File: src/rtl/cbu_timer_ctrl_if.sv
// Bus between the timer controller, its requester and the cascaded counter slices.
// The master side drives the requests and returns the slice-chain count in QIN.
interface cbu_timer_ctrl_if #(
    parameter int SLICES = 2
);
    localparam int W = 8 * SLICES;

    logic         START;
    logic         STOP;
    logic         MODE;
    logic [W-1:0] LIMIT;
    logic [W-1:0] QIN;
    logic         CNT_CLR;
    logic         CNT_EN;
    logic         CNT_CAI;
    logic         BUSY;
    logic         EXPIRE;
    logic [7:0]   EXP_CNT;

    modport master (
        output START, STOP, MODE, LIMIT, QIN,
        input  CNT_CLR, CNT_EN, CNT_CAI, BUSY, EXPIRE, EXP_CNT
    );

    modport slave (
        input  START, STOP, MODE, LIMIT, QIN,
        output CNT_CLR, CNT_EN, CNT_CAI, BUSY, EXPIRE, EXP_CNT
    );
endinterface

File: src/rtl/cbu_timer_ctrl.sv
// Sequencer turning a cascade of 8-bit counter slices into a one-shot or periodic timer.
// Clears the chain, enables it up to a latched limit, and reports expiries.
module cbu_timer_ctrl #(
    parameter int SLICES = 2
) (
    input  logic              CLK,
    input  logic              CDN,
    cbu_timer_ctrl_if.slave   bus
);
    localparam int W = 8 * SLICES;

    typedef enum logic [1:0] {
        IDLE  = 2'b00,
        CLEAR = 2'b01,
        RUN   = 2'b10
    } state_t;

    state_t       state_q, state_d;
    logic [W-1:0] limit_q, limit_d;
    logic         mode_q, mode_d;
    logic         clr_q, clr_d;
    logic         busy_q, busy_d;
    logic         expire_q, expire_d;
    logic [7:0]   exp_cnt_q, exp_cnt_d;
    logic         term;

    function automatic logic [7:0] sat_inc(input logic [7:0] v);
        return (v == 8'hFF) ? v : v + 8'd1;
    endfunction

    // Enable drops at the limit so the chain parks on it and never overruns.
    assign term        = (bus.QIN == limit_q);
    assign bus.CNT_EN  = (state_q == RUN) && !term;
    assign bus.CNT_CAI = bus.CNT_EN;

    assign bus.CNT_CLR = clr_q;
    assign bus.BUSY    = busy_q;
    assign bus.EXPIRE  = expire_q;
    assign bus.EXP_CNT = exp_cnt_q;

    always_comb begin
        state_d   = state_q;
        limit_d   = limit_q;
        mode_d    = mode_q;
        clr_d     = 1'b0;
        busy_d    = busy_q;
        expire_d  = 1'b0;
        exp_cnt_d = exp_cnt_q;
        case (state_q)
            IDLE: begin
                busy_d = 1'b0;
                if (bus.START) begin
                    limit_d   = bus.LIMIT;
                    mode_d    = bus.MODE;
                    exp_cnt_d = 8'd0;
                    state_d   = CLEAR;
                    clr_d     = 1'b1;
                    busy_d    = 1'b1;
                end
            end
            CLEAR: begin
                if (bus.STOP) begin
                    state_d = IDLE;
                    busy_d  = 1'b0;
                end else begin
                    state_d = RUN;
                end
            end
            RUN: begin
                // An abort wins over a coincident terminal count.
                if (bus.STOP) begin
                    state_d = IDLE;
                    busy_d  = 1'b0;
                end else if (term) begin
                    expire_d  = 1'b1;
                    exp_cnt_d = sat_inc(exp_cnt_q);
                    if (mode_q) begin
                        state_d = CLEAR;
                        clr_d   = 1'b1;
                    end else begin
                        state_d = IDLE;
                        busy_d  = 1'b0;
                    end
                end
            end
            default: begin
                state_d = IDLE;
                busy_d  = 1'b0;
            end
        endcase
    end

    always_ff @(posedge CLK or negedge CDN) begin
        if (!CDN) begin
            state_q   <= IDLE;
            limit_q   <= '0;
            mode_q    <= 1'b0;
            clr_q     <= 1'b0;
            busy_q    <= 1'b0;
            expire_q  <= 1'b0;
            exp_cnt_q <= 8'd0;
        end else begin
            state_q   <= state_d;
            limit_q   <= limit_d;
            mode_q    <= mode_d;
            clr_q     <= clr_d;
            busy_q    <= busy_d;
            expire_q  <= expire_d;
            exp_cnt_q <= exp_cnt_d;
        end
    end
endmodule

File: src/flat_wrapper.sv
// flat-port wrapper written by rule: the top's interface ports become plain ports
module cbu_timer_ctrl_flat 
#(
    parameter int SLICES = 2
)
  (CLK, CDN, bus_START, bus_STOP, bus_MODE, bus_LIMIT, bus_QIN, bus_CNT_CLR, bus_CNT_EN, bus_CNT_CAI, bus_BUSY, bus_EXPIRE, bus_EXP_CNT);
  cbu_timer_ctrl_if #(.SLICES(SLICES)) bus_i ();
  input  logic CLK;
  input  logic CDN;
  input wire logic [$bits(bus_i.START)-1:0] bus_START;
  input wire logic [$bits(bus_i.STOP)-1:0] bus_STOP;
  input wire logic [$bits(bus_i.MODE)-1:0] bus_MODE;
  input wire logic [$bits(bus_i.LIMIT)-1:0] bus_LIMIT;
  input wire logic [$bits(bus_i.QIN)-1:0] bus_QIN;
  output wire logic [$bits(bus_i.CNT_CLR)-1:0] bus_CNT_CLR;
  output wire logic [$bits(bus_i.CNT_EN)-1:0] bus_CNT_EN;
  output wire logic [$bits(bus_i.CNT_CAI)-1:0] bus_CNT_CAI;
  output wire logic [$bits(bus_i.BUSY)-1:0] bus_BUSY;
  output wire logic [$bits(bus_i.EXPIRE)-1:0] bus_EXPIRE;
  output wire logic [$bits(bus_i.EXP_CNT)-1:0] bus_EXP_CNT;
  assign bus_i.START = bus_START;
  assign bus_i.STOP = bus_STOP;
  assign bus_i.MODE = bus_MODE;
  assign bus_i.LIMIT = bus_LIMIT;
  assign bus_i.QIN = bus_QIN;
  assign bus_CNT_CLR = bus_i.CNT_CLR;
  assign bus_CNT_EN = bus_i.CNT_EN;
  assign bus_CNT_CAI = bus_i.CNT_CAI;
  assign bus_BUSY = bus_i.BUSY;
  assign bus_EXPIRE = bus_i.EXPIRE;
  assign bus_EXP_CNT = bus_i.EXP_CNT;
  cbu_timer_ctrl #(.SLICES(SLICES)) u_core (.CLK(CLK), .CDN(CDN), .bus(bus_i));
endmodule
File: config.mk
export PLATFORM = sky130hd
export DESIGN_NAME = cbu_timer_ctrl_flat
export DESIGN_NICKNAME = d
export VERILOG_FILES = /design/src/rtl/cbu_timer_ctrl_if.sv /design/src/rtl/cbu_timer_ctrl.sv /design/src/flat_wrapper.sv
export SDC_FILE = /design/constraint.sdc
export NUM_CORES = 1
export LEC_CHECK = 0
export ABC_AREA = 0
export CORE_UTILIZATION = 45
export CTS_CLUSTER_SIZE = 30
export DETAILED_ROUTE_END_ITERATION = 16
export PLACE_DENSITY = 0.77
export SETUP_SLACK_MARGIN = 0.5
export SLEW_MARGIN = 40
export SYNTH_ARGS = -nofsm -noshare
export SYNTH_HDL_FRONTEND = slang
export SYNTH_SLANG_ARGS = --single-unit
File: constraint.sdc
create_clock -name CLK -period 2.8 [get_ports CLK]
set_clock_uncertainty 0.2 [all_clocks]
set_input_delay 0.42 -clock CLK [delete_from_list [all_inputs] [get_ports CLK]]
set_output_delay 0.42 -clock CLK [all_outputs]
set_load 0.02 [all_outputs]
==> results of run 1 <==
-- sequential cells by signal (all words and copies together) (netlist names) --
register and flops:
u_core.bus.BUSY 1, u_core.bus.CNT_CLR 1, u_core.bus.EXPIRE 1, u_core.bus.EXP_CNT 8, u_core.limit_q 16, u_core.mode_q 1, u_core.state_q 2
-- timing repair --
action / in CTS / in global routing
setup buffers: 0 / 2
gates resized for setup: 25 / 2
hold endpoints to repair: 0 / 0
hold buffers: 0 / 0
endpoints found under the setup margin: 6 / 2
gates cloned: 0 / 0
pin swaps: 9 / 4
-- power breakdown --
part,switching [mW],internal [mW]
Combinational,0.124,0.134
Sequential,0.0501,0.497
Clock,0.140,0.113
Total,0.314,0.743
-- placed cells by master (no fill, tap or decap), types with 3 or more instances in the layout --
| cell | instances |
|---|---|
| nor2_1 | 3 |
| xor2_1 | 16 |
| nor4_1 | 4 |
| clkbuf_4 | 5 |
| clkdlybuf4s50_1 | 35 |
| nor2b_1 | 3 |
| mux2i_1 | 8 |
| dlygate4sd2_1 | 10 |
| nand4_1 | 5 |
| dfrtp_1 | 30 |
| buf_4 | 5 |
| nand2_1 | 61 |
| nor3_1 | 4 |
-- cell type report --
type                       count  area share (%)
timing repair buffer          54           24.87
multi-input combinational    122           34.03
clock buffer                   6           2.439
inverter                       2          0.3569
sequential                    30           35.69
tap                           44           2.617
-- stage by stage --
stage / TNS [ns] / std cells / worst slack [ns] / power [mW]
floorplan: 0 / 160 / 0.6560 / 0.6856
detailed placement: -0.3284 / 250 / -0.1648 / 0.8017
global placement: -0.2691 / 250 / -0.1346 / 0.7885
global route: 0 / 258 / 0.4113 / 1.124
CTS: 0 / 256 / 0.4481 / 1.062
finish: 0 / 258 / 0.4797 / 1.058
-- logic make-up after synthesis --
group | count (synthesis) | share of synthesized area (%)
and+or+nand+nor | 89 | 27.05
buffers and inverters | 8 | 2.764
xor gates and xnor gates | 16 | 9.380
muxes | 8 | 5.360
AOI/OAI and AO/OA | 8 | 4.355
adders and majority gates | 1 | 0.8374
DFF | 30 | 50.25
-- worst max-delay path by stage --
stage / end / slack (ns) / start
CTS: bus_CNT_EN / 0.45 / u_core.limit_q[3]
global placement: bus_CNT_EN / -0.13 / bus_QIN[9]
floorplan: bus_CNT_EN / 0.66 / bus_QIN[9]
global route: bus_CNT_EN / 0.41 / u_core.limit_q[3]
finish: bus_CNT_EN / 0.48 / u_core.limit_q[4]
detailed placement: bus_CNT_EN / -0.16 / bus_QIN[9]
-- metal layers --
layer	vias to the layer above	share of wire (%)	track usage, %
li1	635	-	-
met4	0	1.4	9.635
met2	48	50	36.12
met1	605	44	24.54
met5	-	0	0
met3	6	5.1	4.803
==> results.json, run 1 <==
{
  "synth_edf_count": 0,
  "cts_tree": "done",
  "ant_nets": 0,
  "insertion_delay_ns": 0.32,
  "cp_slowest_cell": "dfrtp_1",
  "synth_top_area_cell": "dfrtp_1",
  "outcome": "finished clean",
  "min_period_ns": 2.320,
  "nFillCells": 275,
  "synth_commonest_cells": "61 x nand2_1, 30 x dfrtp_1, 16 x xor2_1, 8 x mux2i_1, 6 x nor4_1",
  "cp_data_arrival_time_ns": 1.70,
  "setup_violations": 0,
  "dieArea_um2": 3555,
  "reg2reg_depth": 6,
  "synth_seq_cells": 30,
  "crit_required_ns": 2.18,
  "grt_antenna_before_repair": 0,
  "critPathKind": "reg2out",
  "max_stage_delay_ns": 0.40,
  "grt_pass1_wl_um": 5382,
  "end_kind": "output port",
  "viasPerCell": 5.016,
  "cts.clk_slew.worst_paths_ns": 0.09,
  "root_buffer": "clkbuf_4",
  "numCtsBuffers": 5,
  "period_share_pct": 82.87,
  "p_per_area_nw_per_um2": 502.9,
  "routedWlPerCell_um": 12.57,
  "grt_pass1_vias": 1289,
  "worstMarginPinSlew_ns": 0.5328,
  "rr_startpoint": "u_core.limit_q[4]",
  "place_congestion": 0.9460,
  "worstPathMaxFanout": 2,
  "slew_violations": 0,
  "fin_util_pct": 67.78,
  "grt.total_usage_pct": 20.89,
  "synth_top_area_share_pct": 50.25,
  "row_count": 20,
  "fp.dieW_um": 59.62,
  "yosysUniqueCellTypes": 27,
  "layout-drive-gt1-share_pct": 8.879,
  "multi_input_area_um2": 715.7,
  "post_dp_cell_area_um2": 2028,
  "ir_worst_vdd_uv": 285.9,
  "crit_chain": "xor2_1 -> nor4_2 -> nand4_1 -> and2_4 -> buf_6",
  "wl_um": 3244,
  "power_leakage_nw": 0.9895,
  "min_path_type": "in2async",
  "reg2reg_to": "u_core.bus.EXP_CNT[0]",
  "io_pins": 50,
  "cp.depth": 5,
  "core-area_um2": 3103,
  "async_flop_share_pct": 100.0,
  "syn_nets": 198,
  "htreeDepth": 2,
  "drt_first_pass_iters": 4,
  "max_freq_ghz": 0.4310,
  "seq_area_frac_synth_pct": 50.25,
  "rsz0062_at_grt": "true",
  "clkSinkCount": 30,
  "fin_nets": 253,
  "diodes": 0,
  "vias": 1294,
  "grt_max_degree": 31,
  "hpwlAfterDp_um": 2329,
  "rrSetupSlack_ns": 0.68,
  "crit_buf_inv": 1,
  "yosysMostFrequentCell": "nand2_1",
  "synth_ff_type": "dfrtp_1",
  "initial_core_util_pct": 48.15,
  "start_kind": "register",
  "syn_inst": 160,
  "overflow": 0,
  "relSlewSlack_pct": 64.48,
  "seq_area_um2": 750.7,
  "die_h_um": 59.62,
  "yosys_warnings": 0,
  "postLayoutCellArea_um2": 2103,
  "timing.hold.ws_ns": 0.2703,
  "crit_family": "simple AND/OR/NAND/NOR gates",
  "area_growth_pct": 40.79,
  "first_iter_violations": 54,
  "drc": 0,
  "cts.path.max_buffers": 2,
  "drv_cap": 0,
  "netlist_top_cells_area": "dfrtp_1 50%, nand2_1 15%, xor2_1 9.4%, mux2i_1 5.4%, nor4_1 2.5%",
  "syn_area_um2": 1494,
  "hold_viol_final": 0,
  "io_buffers": 49,
  "avgSynthCellArea_um2": 9.337
}
No activity file was read; power rests on OpenSTA's default activity.
==> run 2: changes to the inputs <==
--- a/config.mk
+++ b/config.mk
@@ -6,10 +6,10 @@
 export NUM_CORES = 1
 export LEC_CHECK = 0
 export ABC_AREA = 0
-export CORE_UTILIZATION = 45
+export CORE_UTILIZATION = 41
 export CTS_CLUSTER_SIZE = 30
 export DETAILED_ROUTE_END_ITERATION = 16
-export PLACE_DENSITY = 0.77
+export PLACE_DENSITY = 0.74
 export SETUP_SLACK_MARGIN = 0.5
 export SLEW_MARGIN = 40
 export SYNTH_ARGS = -nofsm -noshare
==> constraint.sdc (replaced) <==
create_clock -name CLK -period 2 [get_ports CLK]
set_clock_uncertainty 0.2 [all_clocks]
set_input_delay 0.3 -clock CLK [delete_from_list [all_inputs] [get_ports CLK]]
set_output_delay 0.3 -clock CLK [all_outputs]
set_load 0.02 [all_outputs]
==> results.json, run 2 (synthesized netlist as in run 1, its figures left out) <==
{
  "outcome": "finished, violations left",
  "violations": "setup timing",
  "grt_pass1_vias": 1479,
  "cts_tree": "done",
  "diodes": 0,
  "grt_pass1_wl_um": 6624,
  "routedWlPerCell_um": 14.33,
  "first_iter_violations": 96,
  "initial_core_util_pct": 43.74,
  "numCtsBuffers": 5,
  "cts.path.max_buffers": 2,
  "layout_common_cells": "56 x nand2_1, 36 x clkdlybuf4s50_1, 28 x dfrtp_1",
  "grt_max_degree": 31,
  "end_kind": "output port",
  "crit_required_ns": 1.50,
  "relSlewSlack_pct": 51.22,
  "worstPathMaxFanout": 2,
  "row_count": 21,
  "setup_violations": 15,
  "crit_chain": "xor2_1 -> nor4_2 -> nand4_1 -> and2_4 -> buf_6",
  "fin_nets": 281,
  "core-area_um2": 3416,
  "period_share_pct": 113.0,
  "max_stage_delay_ns": 0.41,
  "cts.clk_slew.worst_paths_ns": 0.11,
  "slew_violations": 0,
  "postLayoutCellArea_um2": 2504,
  "cp_slowest_cell": "dfrtp_1",
  "min_path_type": "in2async",
  "worstMarginPinSlew_ns": 0.7309,
  "setup_slack_ns": -0.2595,
  "area_growth_pct": 67.59,
  "layout_commonest_cell": "nand2_1",
  "start_kind": "register",
  "fin_util_pct": 73.30,
  "grt_antenna_before_repair": 0,
  "root_buffer": "clkbuf_4",
  "insertion_delay_ns": 0.35,
  "crit_family": "simple AND/OR/NAND/NOR gates",
  "ant_nets": 0,
  "rsz0062_at_grt": "true",
  "max_freq_ghz": 0.4426,
  "critPathKind": "reg2out",
  "power_leakage_nw": 1.145,
  "hpwlAfterDp_um": 2570,
  "place_congestion": 0.9071,
  "largest-register": "u_core.limit_q",
  "ir_worst_vdd_uv": 429.6,
  "drc": 0,
  "largest_reg_flops": 16,
  "crit_buf_inv": 1,
  "drv_cap": 0,
  "viasPerCell": 5.017,
  "cp_data_arrival_time_ns": 1.76,
  "fp.dieW_um": 62.37,
  "grt.total_usage_pct": 21.91,
  "io_buffers": 49,
  "drt_first_pass_iters": 4,
  "wl_um": 4157,
  "htreeDepth": 2,
  "min_period_ns": 2.260,
  "layout-drive-gt1-share_pct": 31.15,
  "vias": 1455,
  "timing.hold.ws_ns": 0.1278,
  "io_pins": 50,
  "overflow": 0,
  "hold_viol_final": 0,
  "dieArea_um2": 3889,
  "p_per_area_nw_per_um2": 634.4,
  "clkSinkCount": 30,
  "die_h_um": 62.37,
  "post_dp_cell_area_um2": 2088
}
-- run 2: worst reg2reg max path: stages (launching register included) --
cell      delay, ns
dfrtp_1        0.41
xor2_1         0.16
nor4_2         0.30
nand4_1        0.21
buf_4          0.20
buf_8          0.13
buf_6          0.13
buf_6          0.11
o211ai_1       0.15
o21ai_1        0.08
-- run 2: path summary, 6_finish.rpt --
check / start / to / slack [ns] / depth (start not counted)
max: u_core.limit_q[10] / bus_CNT_EN / -0.26 / 5
min reg2reg: u_core.limit_q[9] / u_core.limit_q[9] / 0.30 / 2
min: CDN / u_core.bus.EXP_CNT[6] / 0.13 / 2
max in group asynchronous: CDN / u_core.bus.EXP_CNT[3] / 1.15 / 2
max reg2reg: u_core.limit_q[10] / u_core.bus.BUSY / -0.19 / 9
min in group CLK: bus_LIMIT[14] / u_core.limit_q[14] / 0.28 / 3
-- run 2: final cells by class --
type                    instances  area [µm²]
fillers                       255       912.1
multi-input cells             124       844.6
repair buffers                 80       780.7
flip-flops and latches         30       753.2
well taps                      46       57.56
clock buffers                   7       55.05
inverters                       2       7.507
clock inverters                 1       5.005
-- run 2: power by group --
part | leakage, nW | internal, mW | switching, mW
clock network | 0.0353 | 0.170 | 0.225
logic | 0.727 | 0.226 | 0.197
registers | 0.383 | 0.696 | 0.0741
total | 1.15 | 1.09 | 0.496
-- run 2: routing by layer --
metal	share of wire (%)	GRT usage, %
met3	6.6	4.779
met1	42	27.34
met5	0	0
met2	48	37.36
met4	2.6	7.558
-- run 2: metrics by stage --
stage / setup TNS, ns / worst slack, ns / std cells / total power [mW]
after floorplan: 0 / 0.1106 / 160 / 0.9828
after global placement: -6.017 / -0.6739 / 257 / 1.124
after detailed placement: -6.778 / -0.7171 / 257 / 1.145
after CTS: -1.286 / -0.2949 / 277 / 1.566
after global routing: -3.763 / -0.3508 / 290 / 1.677
final: -2.091 / -0.2595 / 290 / 1.588
-- run 2: what timing repair did --
| item | in CTS | in global routing |
|---|---|---|
| hold buffers | 0 | 0 |
| gates cloned | 2 | 0 |
| gates resized for setup | 86 | 25 |
| setup endpoints to repair | 43 | 32 |
| setup buffers | 10 | 13 |
| pin swaps | 5 | 17 |
==> run 3: changes to the inputs <==
--- a/config.mk
+++ b/config.mk
@@ -5,8 +5,8 @@
 export SDC_FILE = /design/constraint.sdc
 export NUM_CORES = 1
 export LEC_CHECK = 0
-export ABC_AREA = 0
-export CORE_UTILIZATION = 41
+export ABC_AREA = 1
+export CORE_UTILIZATION = 42
 export CTS_CLUSTER_SIZE = 30
 export DETAILED_ROUTE_END_ITERATION = 16
 export PLACE_DENSITY = 0.74
==> results.json, run 3 <==
{
  "outcome": "finished clean",
  "yosys_warnings": 0,
  "cts_tree": "done",
  "rrSetupSlack_ns": 0.16,
  "reg2reg_depth": 13,
  "setup_violations": 0,
  "max_freq_ghz": 0.5326,
  "syn_nets": 258,
  "worstMarginPinSlew_ns": 0.3963,
  "layout-drive-gt1-share_pct": 26.64,
  "crit_family": "flip-flops",
  "hpwlAfterDp_um": 2620,
  "syn_area_um2": 1658,
  "drc": 0,
  "ir_worst_vdd_uv": 473.6,
  "htreeDepth": 2,
  "dieArea_um2": 4202,
  "layout_common_cells": "52 x nand2_1, 38 x nor2_1, 25 x inv_1, 25 x dfrtp_1, 20 x clkdlybuf4s50_1",
  "row_count": 22,
  "final_cells": 337,
  "vias": 1575,
  "syn_inst": 220,
  "fp.dieW_um": 64.83,
  "seq_area_frac_synth_pct": 45.28,
  "drt_first_pass_iters": 4,
  "cp_slowest_cell": "dfrtp_1",
  "p_per_area_nw_per_um2": 761.5,
  "max_stage_delay_ns": 0.39,
  "cts_hold_buf": 0,
  "reg2reg_to": "u_core.bus.EXP_CNT[3]",
  "hold_viol_final": 0,
  "synth_edf_count": 0,
  "crit_buf_inv": 2,
  "synth_top_area_share_pct": 45.28,
  "grt_pass1_wl_um": 6085,
  "async_flop_share_pct": 100.0,
  "yosysMostFrequentCell": "nand2_1",
  "setup_slack_ns": 0.1223,
  "slew_violations": 0,
  "drv_cap": 0,
  "core-area_um2": 3716,
  "synth_ff_type": "dfrtp_1",
  "crit_required_ns": 1.50,
  "preCtsSetupSlack_ns": -0.4397,
  "largest-register": "u_core.limit_q",
  "io_pins": 50,
  "diodes": 0,
  "io_buffers": 49,
  "cts.path.max_buffers": 2,
  "fin_nets": 326,
  "relSlewSlack_pct": 73.58,
  "clkSinkCount": 30,
  "place_congestion": 0.8137,
  "end_kind": "output port",
  "min_path_type": "in2async",
  "netlist_top_cells_area": "dfrtp_1 45%, nand2_1 14%, nor2_1 9.1%, mux2_2 6.1%, inv_1 5.7%",
  "nFillCells": 319,
  "largest_reg_flops": 16,
  "power_leakage_nw": 1.276,
  "ant_nets": 0,
  "grt_max_degree": 31,
  "yosysUniqueCellTypes": 22,
  "synth_commonest_cells": "62 x nand2_1, 40 x nor2_1, 30 x dfrtp_1, 25 x inv_1, 14 x nand3_1",
  "dp_cells": 323,
  "numCtsBuffers": 5,
  "avgSynthCellArea_um2": 7.536,
  "area_growth_pct": 51.02,
  "min_period_ns": 1.878,
  "grt_pass1_vias": 1499,
  "rr_startpoint": "u_core.limit_q[13]",
  "die_h_um": 64.83,
  "crit_chain": "nand2_1 -> inv_1 -> nor2_1 -> nor2_1 -> nand2_1 -> nor2_4 -> a21oi_4 -> buf_6",
  "routedWlPerCell_um": 10.84,
  "start_kind": "register",
  "period_share_pct": 93.89,
  "wl_um": 3652,
  "root_buffer": "clkbuf_8",
  "insertion_delay_ns": 0.28,
  "rsz0062_at_grt": "true",
  "synth_top_area_cell": "dfrtp_1",
  "initial_core_util_pct": 44.61,
  "grt_antenna_before_repair": 0,
  "synth_seq_cells": 30,
  "viasPerCell": 4.674,
  "layout_commonest_cell": "nand2_1",
  "grt.total_usage_pct": 18.79,
  "critPathKind": "reg2out",
  "first_iter_violations": 49,
  "cp_data_arrival_time_ns": 1.38,
  "worstPathMaxFanout": 3,
  "cts.clk_slew.worst_paths_ns": 0.06,
  "overflow": 0,
  "timing.setup.tns_ns": 0
}
## run 3: how the worst max path moves through the flow
stage                              to  slack (ns)               start  cells after the start
final                     bus_CNT_CAI        0.12   u_core.limit_q[5]                      8
after global routing       bus_CNT_EN        0.02  u_core.limit_q[11]                      7
after CTS                 bus_CNT_CAI        0.08  u_core.limit_q[13]                      8
after detailed placement  bus_CNT_CAI       -0.44         bus_QIN[15]                      7
after global placement    bus_CNT_CAI       -0.39          bus_QIN[5]                      8
after floorplan            bus_CNT_EN        0.41  u_core.limit_q[15]                      6
## run 3: what timing repair did
action                                  CTS  global route
resized for setup                        70            15
endpoints found under the setup margin   26            22
buffers inserted                          4             2
pin swaps                                18            19
## run 3: cell families after synthesis
family	Yosys count	share of synthesized area [%]
AND/OR/NAND/NOR	126	32.91
buffers and inverters	35	8.755
flip-flops	30	45.28
AO/OA/AOI/OAI	17	5.132
multiplexers	9	6.113
XOR/XNOR	2	1.057
adder cells (fa/ha/maj)	1	0.7546
## run 3: stage by stage
stage	total power [mW]	util, %	hold WS (ns)	cell area [µm²]
2_1_floorplan	1.109	-	-0.1956	1692
3_3_place_gp	1.310	62.49	0.2633	2322
3_5_place_dp	1.327	62.49	0.2651	2322
4_1_cts	1.923	66.84	0.2230	2484
5_1_grt	2.033	67.37	0.2550	2504
6_report	1.907	67.37	0.2130	2504
## run 3: layout make-up
| class | count | area, µm² | share of cell area (%) |
|---|---|---|---|
| clock inverter | 3 | 40.04 | 1.599 |
| tap | 48 | 60.06 | 2.399 |
| timing repair buffer | 65 | 615.6 | 24.59 |
| multi-input combinational | 155 | 845.8 | 33.78 |
| sequential | 30 | 757.0 | 30.23 |
| clock buffer | 5 | 68.82 | 2.749 |
| inverter | 31 | 116.4 | 4.648 |
## run 3: power by group
part	switching (mW)	internal (mW)	total, mW
clock network	0.224	0.366	0.590
registers	0.0730	0.717	0.790
logic	0.269	0.257	0.526
## run 3: metal layers
metal / part of all wire, % / global-route usage, % / vias up
li1: - / - / 817
met1: 45 / 22.73 / 725
met2: 50 / 33.07 / 28
met3: 4.5 / 3.345 / 5
met4: 1.0 / 6.667 / 0
met5: 0 / 0 / -
